## config.mk

```make
export PLATFORM = sky130hd
export DESIGN_NAME = lfsr_rng_scheduler
export DESIGN_NICKNAME = d
export VERILOG_FILES = /design/src/rtl/lfsr_rng_scheduler.sv
export SDC_FILE = /design/constraint.sdc
export NUM_CORES = 1
export LEC_CHECK = 0
export ABC_AREA = 0
export BUFFER_PORTS_ARGS = -buffer_cell sky130_fd_sc_hd__buf_2
export CAP_MARGIN = 15
export CORE_ASPECT_RATIO = 0.6
export CORE_MARGIN = 10
export CORE_UTILIZATION = 50
export CTS_CLUSTER_DIAMETER = 30
export DETAILED_ROUTE_END_ITERATION = 12
export GPL_TIMING_DRIVEN = 0
export PLACE_DENSITY = 0.84
export SLEW_MARGIN = 30
export SYNTH_ARGS = -nofsm -noshare
export SYNTH_HDL_FRONTEND = slang
export SYNTH_SLANG_ARGS = --single-unit
```

## constraint.sdc

```tcl
create_clock -name clk -period 2.54 [get_ports clk]
set_input_delay 0.127 -clock clk [delete_from_list [all_inputs] [get_ports clk]]
set_output_delay 0.127 -clock clk [all_outputs]
set_load 0.01 [all_outputs]
```

## src/rtl/lfsr_rng_scheduler.sv

```systemverilog
// Random-number server: one 8-bit LFSR shared between two requesters.
// Sequences seed load and warm-up, then hands out one fresh value per round-robin grant.
module lfsr_rng_scheduler #(
    parameter logic [7:0]  SEED   = 8'hBD,
    parameter int unsigned WARMUP = 4
) (
    input  logic       clk,
    input  logic       rst,
    input  logic       seed_load,
    input  logic [7:0] seed_data,
    input  logic [1:0] req,
    output logic [1:0] gnt,
    output logic [7:0] rnd_data,
    output logic       rnd_valid,
    output logic       rnd_id,
    output logic       busy
);

    localparam int unsigned CW = 4;
    localparam int unsigned DW = 8;

    typedef enum logic {
        WARM,
        READY
    } state_t;

    state_t          state, state_n;
    logic [DW-1:0]   lfsr, lfsr_n, lfsr_step;
    logic [CW-1:0]   cnt, cnt_n;
    logic [1:0]      gnt_n;
    logic [DW-1:0]   rnd_data_n;
    logic            rnd_valid_n;
    logic            rnd_id_n;
    logic            busy_n;
    logic            ptr, ptr_n;
    logic [1:0]      elig;
    logic            win;

    assign lfsr_step = {lfsr[6:0], lfsr[7] ^ lfsr[3] ^ lfsr[2] ^ lfsr[1]};

    // State and datapath registers
    always_ff @(posedge clk or posedge rst) begin
        if (rst) begin
            state     <= WARM;
            lfsr      <= SEED;
            cnt       <= '0;
            gnt       <= 2'b00;
            rnd_data  <= '0;
            rnd_valid <= 1'b0;
            rnd_id    <= 1'b0;
            busy      <= 1'b1;
            ptr       <= 1'b1;
        end else begin
            state     <= state_n;
            lfsr      <= lfsr_n;
            cnt       <= cnt_n;
            gnt       <= gnt_n;
            rnd_data  <= rnd_data_n;
            rnd_valid <= rnd_valid_n;
            rnd_id    <= rnd_id_n;
            busy      <= busy_n;
            ptr       <= ptr_n;
        end
    end

    // Next-state, arbitration and LFSR advance
    always_comb begin
        state_n     = state;
        lfsr_n      = lfsr;
        cnt_n       = cnt;
        gnt_n       = 2'b00;
        rnd_data_n  = rnd_data;
        rnd_valid_n = 1'b0;
        rnd_id_n    = rnd_id;
        busy_n      = busy;
        ptr_n       = ptr;
        win         = 1'b0;
        // A requester granted this cycle sits out one cycle
        elig        = req & ~gnt;

        if (seed_load) begin
            // All-zero seed would lock the LFSR, so substitute the default
            lfsr_n  = (seed_data == '0) ? SEED : seed_data;
            cnt_n   = '0;
            state_n = WARM;
            busy_n  = 1'b1;
        end else begin
            case (state)
                WARM: begin
                    lfsr_n = lfsr_step;
                    cnt_n  = cnt + CW'(1);
                    if (cnt == CW'(WARMUP - 1)) begin
                        state_n = READY;
                        busy_n  = 1'b0;
                    end
                end
                READY: begin
                    if (elig != 2'b00) begin
                        win         = (elig == 2'b11) ? ~ptr : elig[1];
                        gnt_n       = win ? 2'b10 : 2'b01;
                        rnd_valid_n = 1'b1;
                        rnd_id_n    = win;
                        rnd_data_n  = lfsr;
                        lfsr_n      = lfsr_step;
                        ptr_n       = win;
                    end
                end
                default: state_n = WARM;
            endcase
        end
    end

endmodule
```

# Word-level counts from Yosys, hierarchy flattened
# Cells that the tools add are included.
[totals]
wordCells = 47
inputBits = 13
output_inout_bits = 13
register_bits = 27
[classes]
reduce_logical = 5
muxes = 20
add_sub_neg = 1
bitwise = 8
n_eq_ne = 4
[ops]
columns = ["operator", "n"]
rows = [
  ["$mux W8", 3],
  ["$pmux W8 S2", 1],
  ["$mux W1", 10],
  ["$logic_not A8 Y1", 1],
  ["$mux W2", 4],
  ["$mux W4", 2],
  ["$add A4 B1 Y4 const B", 1],
  ["$eq A4 B2 Y1 const B", 1],
  ["$reduce_bool A2 Y1", 2],
  ["$ne A3 B2 Y1 const B", 1],
  ["$not A1 Y1", 3],
  ["$reduce_and A3 Y1", 1],
  ["$xor A1 B1 Y1", 3],
  ["$and A2 B2 Y2", 1],
  ["$eq A2 B2 Y1 const B", 1],
  ["$ne A2 B2 Y1 const B", 1],
  ["$not A2 Y2", 1],
  ["$reduce_and A2 Y1", 1],
]

# Longest topological paths before layout
[depth]
word_depth = 8
mapped_depth = 6
ltp_nobuf = 4

# Least setup slack after synthesis
# OpenSTA, ideal clock, no wires.
[synth_path]
path_type = "flip-flop to flip-flop"
start = "register gnt[1]"
end = "register rnd_data[0]"
path_stages_with_launch = 5
setup_time_ns = 0.125
arrival_ns = 1.276
period_less_slack_ns = 1.401
required_time_ns = 2.415
setup_slack_ns = 1.139
cell_sequence = "dfrtp_1 > nand2b_1 > a21oi_1 > buf_4 > mux2_2"
[synth_via]
elab_chain_len = 4
[synth_lines]
columns = ["item", "line_no", "text"]
rows = [
  ["start: declaration", "12", "output logic [1:0] gnt,"],
  ["start signal: assignment", "57", "gnt <= gnt_n;"],
  ["$not A2 Y2", "79", "elig = req & ~gnt;"],
  ["$and A2 B2 Y2", "79", ""],
  ["$reduce_bool A2 Y1", "98", "if (elig != 2'b00) begin"],
  ["$reduce_and A3 Y1 (no line)", "--", ""],
  ["end signal: assignment", "58", "rnd_data <= rnd_data_n;"],
  ["end: declaration", "13", "output logic [7:0] rnd_data,"],
]
# No other way between the ends.
# A chain may end at the register's enable or synchronous reset.

# Worst setup path after layout
[layout_path]
start = "register state"
end = "register rnd_data[2]"
[layout_via]
elab_chain_len = 1
[layout_lines]
columns = ["item", "line_no", "text"]
rows = [
  ["start: declaration", "27", "state_t state, state_n;"],
  ["start signal: assignment", "54", "state <= state_n;"],
  ["$reduce_and A3 Y1 (no line)", "--", ""],
]
# No other way between the ends.

==> impl_metrics.py <==
metrics = {
    "outcome": {
        "status": "complete, no violations",
    },
    "synth": {
        "ys_async_sr_fraction_pct": 100,
        "synth_commonest_cells": "dfrtp_1 (19), dfstp_2 (8), mux2_2 (8), nand2_1 (8), nor2_1 (8)",
        "synth-main-ff-cell": "dfrtp_1",
        "syn_area_per_cell_sq_um": 12.0,
        "ys_types": 29,
        "yosysTopAreaCell": "dfrtp_1",
        "yosysTopAreaCellShare_pct": 38.3,
        "synthCells": 103,
        "ys_top_cells_by_area": "dfrtp_1 (38%), dfstp_2 (17%), mux2_2 (7.3%), o22ai_1 (3.0%), o21ai_2 (2.8%)",
        "yosys_register_bits": 27,
        "synth_nets": 117,
        "yosysSeqAreaShare_pct": 55.3,
        "synth_area_sq_um": 1240,
        "yosysWarnings": 0,
        "synth_edf_count": 0,
        "synth_most_common_cell": "dfrtp_1",
    },
    "critical_path": {
        "endpoint_kind": "register",
        "required_ns": 2.70,
        "cp-startpoint": "state$_DFF_PP0_",
        "regToRegStartpoint": "state$_DFF_PP0_",
        "cp.arrival_ns": 1.68,
        "crit_path_cell_trace": "nand2b_4, a21oi_1, buf_4, mux2_2",
        "crit_path_max_fanout": 10,
        "cpMaxStageDelayCell": "dfrtp_1",
        "startpoint_type": "register",
        "critPathMaxStageDelay_ns": 0.53,
        "rrSetupSlack_ns": 1.02,
        "path_class": "register to register",
    },
    "route": {
        "wl_um": 2600,
        "dr.pass1.iters": 4,
        "vias_per_cell": 5.17,
        "vias": 837,
        "drc_errors": 0,
        "drt-initial-drc-count": 49,
        "ant_nets": 0,
        "routedWlPerCell_um": 16.1,
    },
    "clocking": {
        "cts_root_buf": "clkbuf_8",
        "cts_tree": "yes",
        "clkTransAtPathRegs_ns": 0.09,
        "cts.repair.resized": 0,
        "clock_latency_ns": 0.27,
        "clockBufferDepth": 2,
        "cts_sinks": 27,
        "postCtsSetupRepairBufs": 0,
        "cts_hold_buf": 1,
        "cts_buffers": 3,
        "htreeDepth": 1,
    },
    "placed_design": {
        "dp_hpwl_um": 2040,
        "gp_congestion": 0.806,
        "placement.io_buffers": 24,
        "place_inst": 157,
    },
    "sta": {
        "period_needed_ns": 1.52,
        "rsz0062_at_grt": "false",
        "maxSlewHeadroom_pct": 63.2,
        "clock_skew_ns": 0.00447,
        "tightest_slew_ns": 0.551,
        "period_share_pct": 59.7,
        "timing.fmax_ghz": 0.659,
        "finalHoldViolCount": 0,
        "setup_tns_ns": 0,
        "setup_viol": 0,
        "slew_violations": 0,
    },
    "floorplan": {
        "core_sq_um": 2260,
        "initial_core_util_pct": 54.8,
        "die-area_sq_um": 4940,
        "num_rows": 13,
        "die-width_um": 84.3,
        "io_pins": 26,
        "die_y_um": 58.6,
    },
    "global_routing": {
        "grtUsageTotal_pct": 10.9,
        "grt_max_degree": 28,
        "grt_overflow": 0,
        "grt_pass1_vias": 876,
        "grt_pass1_wl_um": 4360,
        "antenna_found_initial": 0,
    },
    "hold_path": {
        "min_from": "req[0]",
        "hp-class": "primary input to register",
    },
    "pwr": {
        "p_per_area_nw_per_um2": 822,
        "max-vdd-ir-drop_v": 0.000464,
        "leakagePower_nw": 0.666,
    },
    "final_layout": {
        "fin_nets": 147,
        "post_layout_nonfiller_instances": 162,
        "seq_area_sq_um": 686,
        "n_antenna_cell": 0,
        "layout-drive-gt1-share_pct": 44.7,
        "postLayoutCoreUtil_pct": 64.3,
        "n_fill_cell": 177,
        "syn2layout_area_growth_pct": 17.3,
        "multiInputGateArea_sq_um": 508,
    },
    "run": {
        "drv_cap": 0,
    },
}
## final cells by class
| class | instances | share of cell area [%] |
|---|---|---|
| sequential | 27 | 47.2 |
| multi-input combinational | 68 | 34.9 |
| timing repair buffer | 25 | 8.95 |
| clock buffer | 3 | 2.84 |
| tap | 30 | 2.58 |
| buffer | 4 | 2.15 |
| inverter | 4 | 1.03 |
| clock inverter | 1 | 0.344 |
## state kept, by name, summed over array words and instances, names as in the netlist
| signal | flops |
|---|---|
| busy | 1 |
| rnd_data | 8 |
| rnd_valid | 1 |
| gnt | 2 |
| ptr | 1 |
| lfsr | 8 |
| cnt | 4 |
| rnd_id | 1 |
| state | 1 |
## cell usage in the layout (no fill, tap or decap), drive strengths merged, types with 2 or more instances in the layout
cell / count
mux2: 8
nor2b: 2
or4: 2
xor2: 3
o21ai: 12
mux2i: 3
dfstp: 8
clkbuf: 3
nand2: 8
inv: 4
o22ai: 6
dfrtp: 19
xnor2: 3
nor2: 8
nand2b: 5
nor3b: 2
buf: 28
## metrics by stage
step | area [sq um] | power, W | hold slack, ns | setup WS, ns
after floorplan | 1240 | 0.000828 | 0.174 | 1.14
after global placement | 1400 | 0.000949 | 0.397 | 1.07
after detailed placement | 1400 | 0.000969 | 0.214 | 1.03
after CTS | 1450 | 0.00120 | 0.153 | 1.01
after global routing | 1450 | 0.00127 | 0.176 | 0.922
final | 1450 | 0.00119 | 0.148 | 1.02
## worst max-delay path: cells and delay by family (launching register included)
family | cells | cell delay, ns
AO/OA/AOI/OAI | 1 | 0.20
buffers and inverters | 1 | 0.22
flip-flops | 1 | 0.53
multiplexers | 1 | 0.35
AND/OR/NAND/NOR | 1 | 0.11
## metal layers
layer	GRT usage, %	wire length, um	vias to the layer above
met1	12.7	1180	400
met3	5.49	218	2
met5	0	0	-
met2	18.0	1190	23
met4	1.43	13	0
li1	-	-	412
## worst paths after layout
path                                      endpoint  depth (start not counted)
setup / recovery           rnd_data[2]$_DFFE_PP0P_                          4
hold / removal                    gnt[0]$_DFF_PP0_                          3
setup reg to reg           rnd_data[2]$_DFFE_PP0P_                          4
hold reg to reg                lfsr[0]$_DFFE_PP1P_                          2
max in group asynchronous      lfsr[4]$_DFFE_PP1P_                          3
min in group asynchronous      rnd_valid$_DFF_PP0_                          3
## logic make-up (layout without fill, tap and decap cells)
group / count (synthesis) / count (layout) / synth area share, %
mux: 11 / 11 / 9.69
flops: 27 / 27 / 55.3
fa+ha+maj: 1 / 1 / 1.01
buf+inv: 8 / 37 / 3.73
simple gates: 30 / 30 / 15.0
xor+xnor: 6 / 6 / 4.24
compound gates: 20 / 20 / 11.0
## power by group
part / switching [W] / internal (W)
Sequential: 0.0000726 / 0.000559
Combinational: 0.000159 / 0.000164
Clock: 0.000130 / 0.000110
Note: power is estimated with default switching activity, not from simulation.
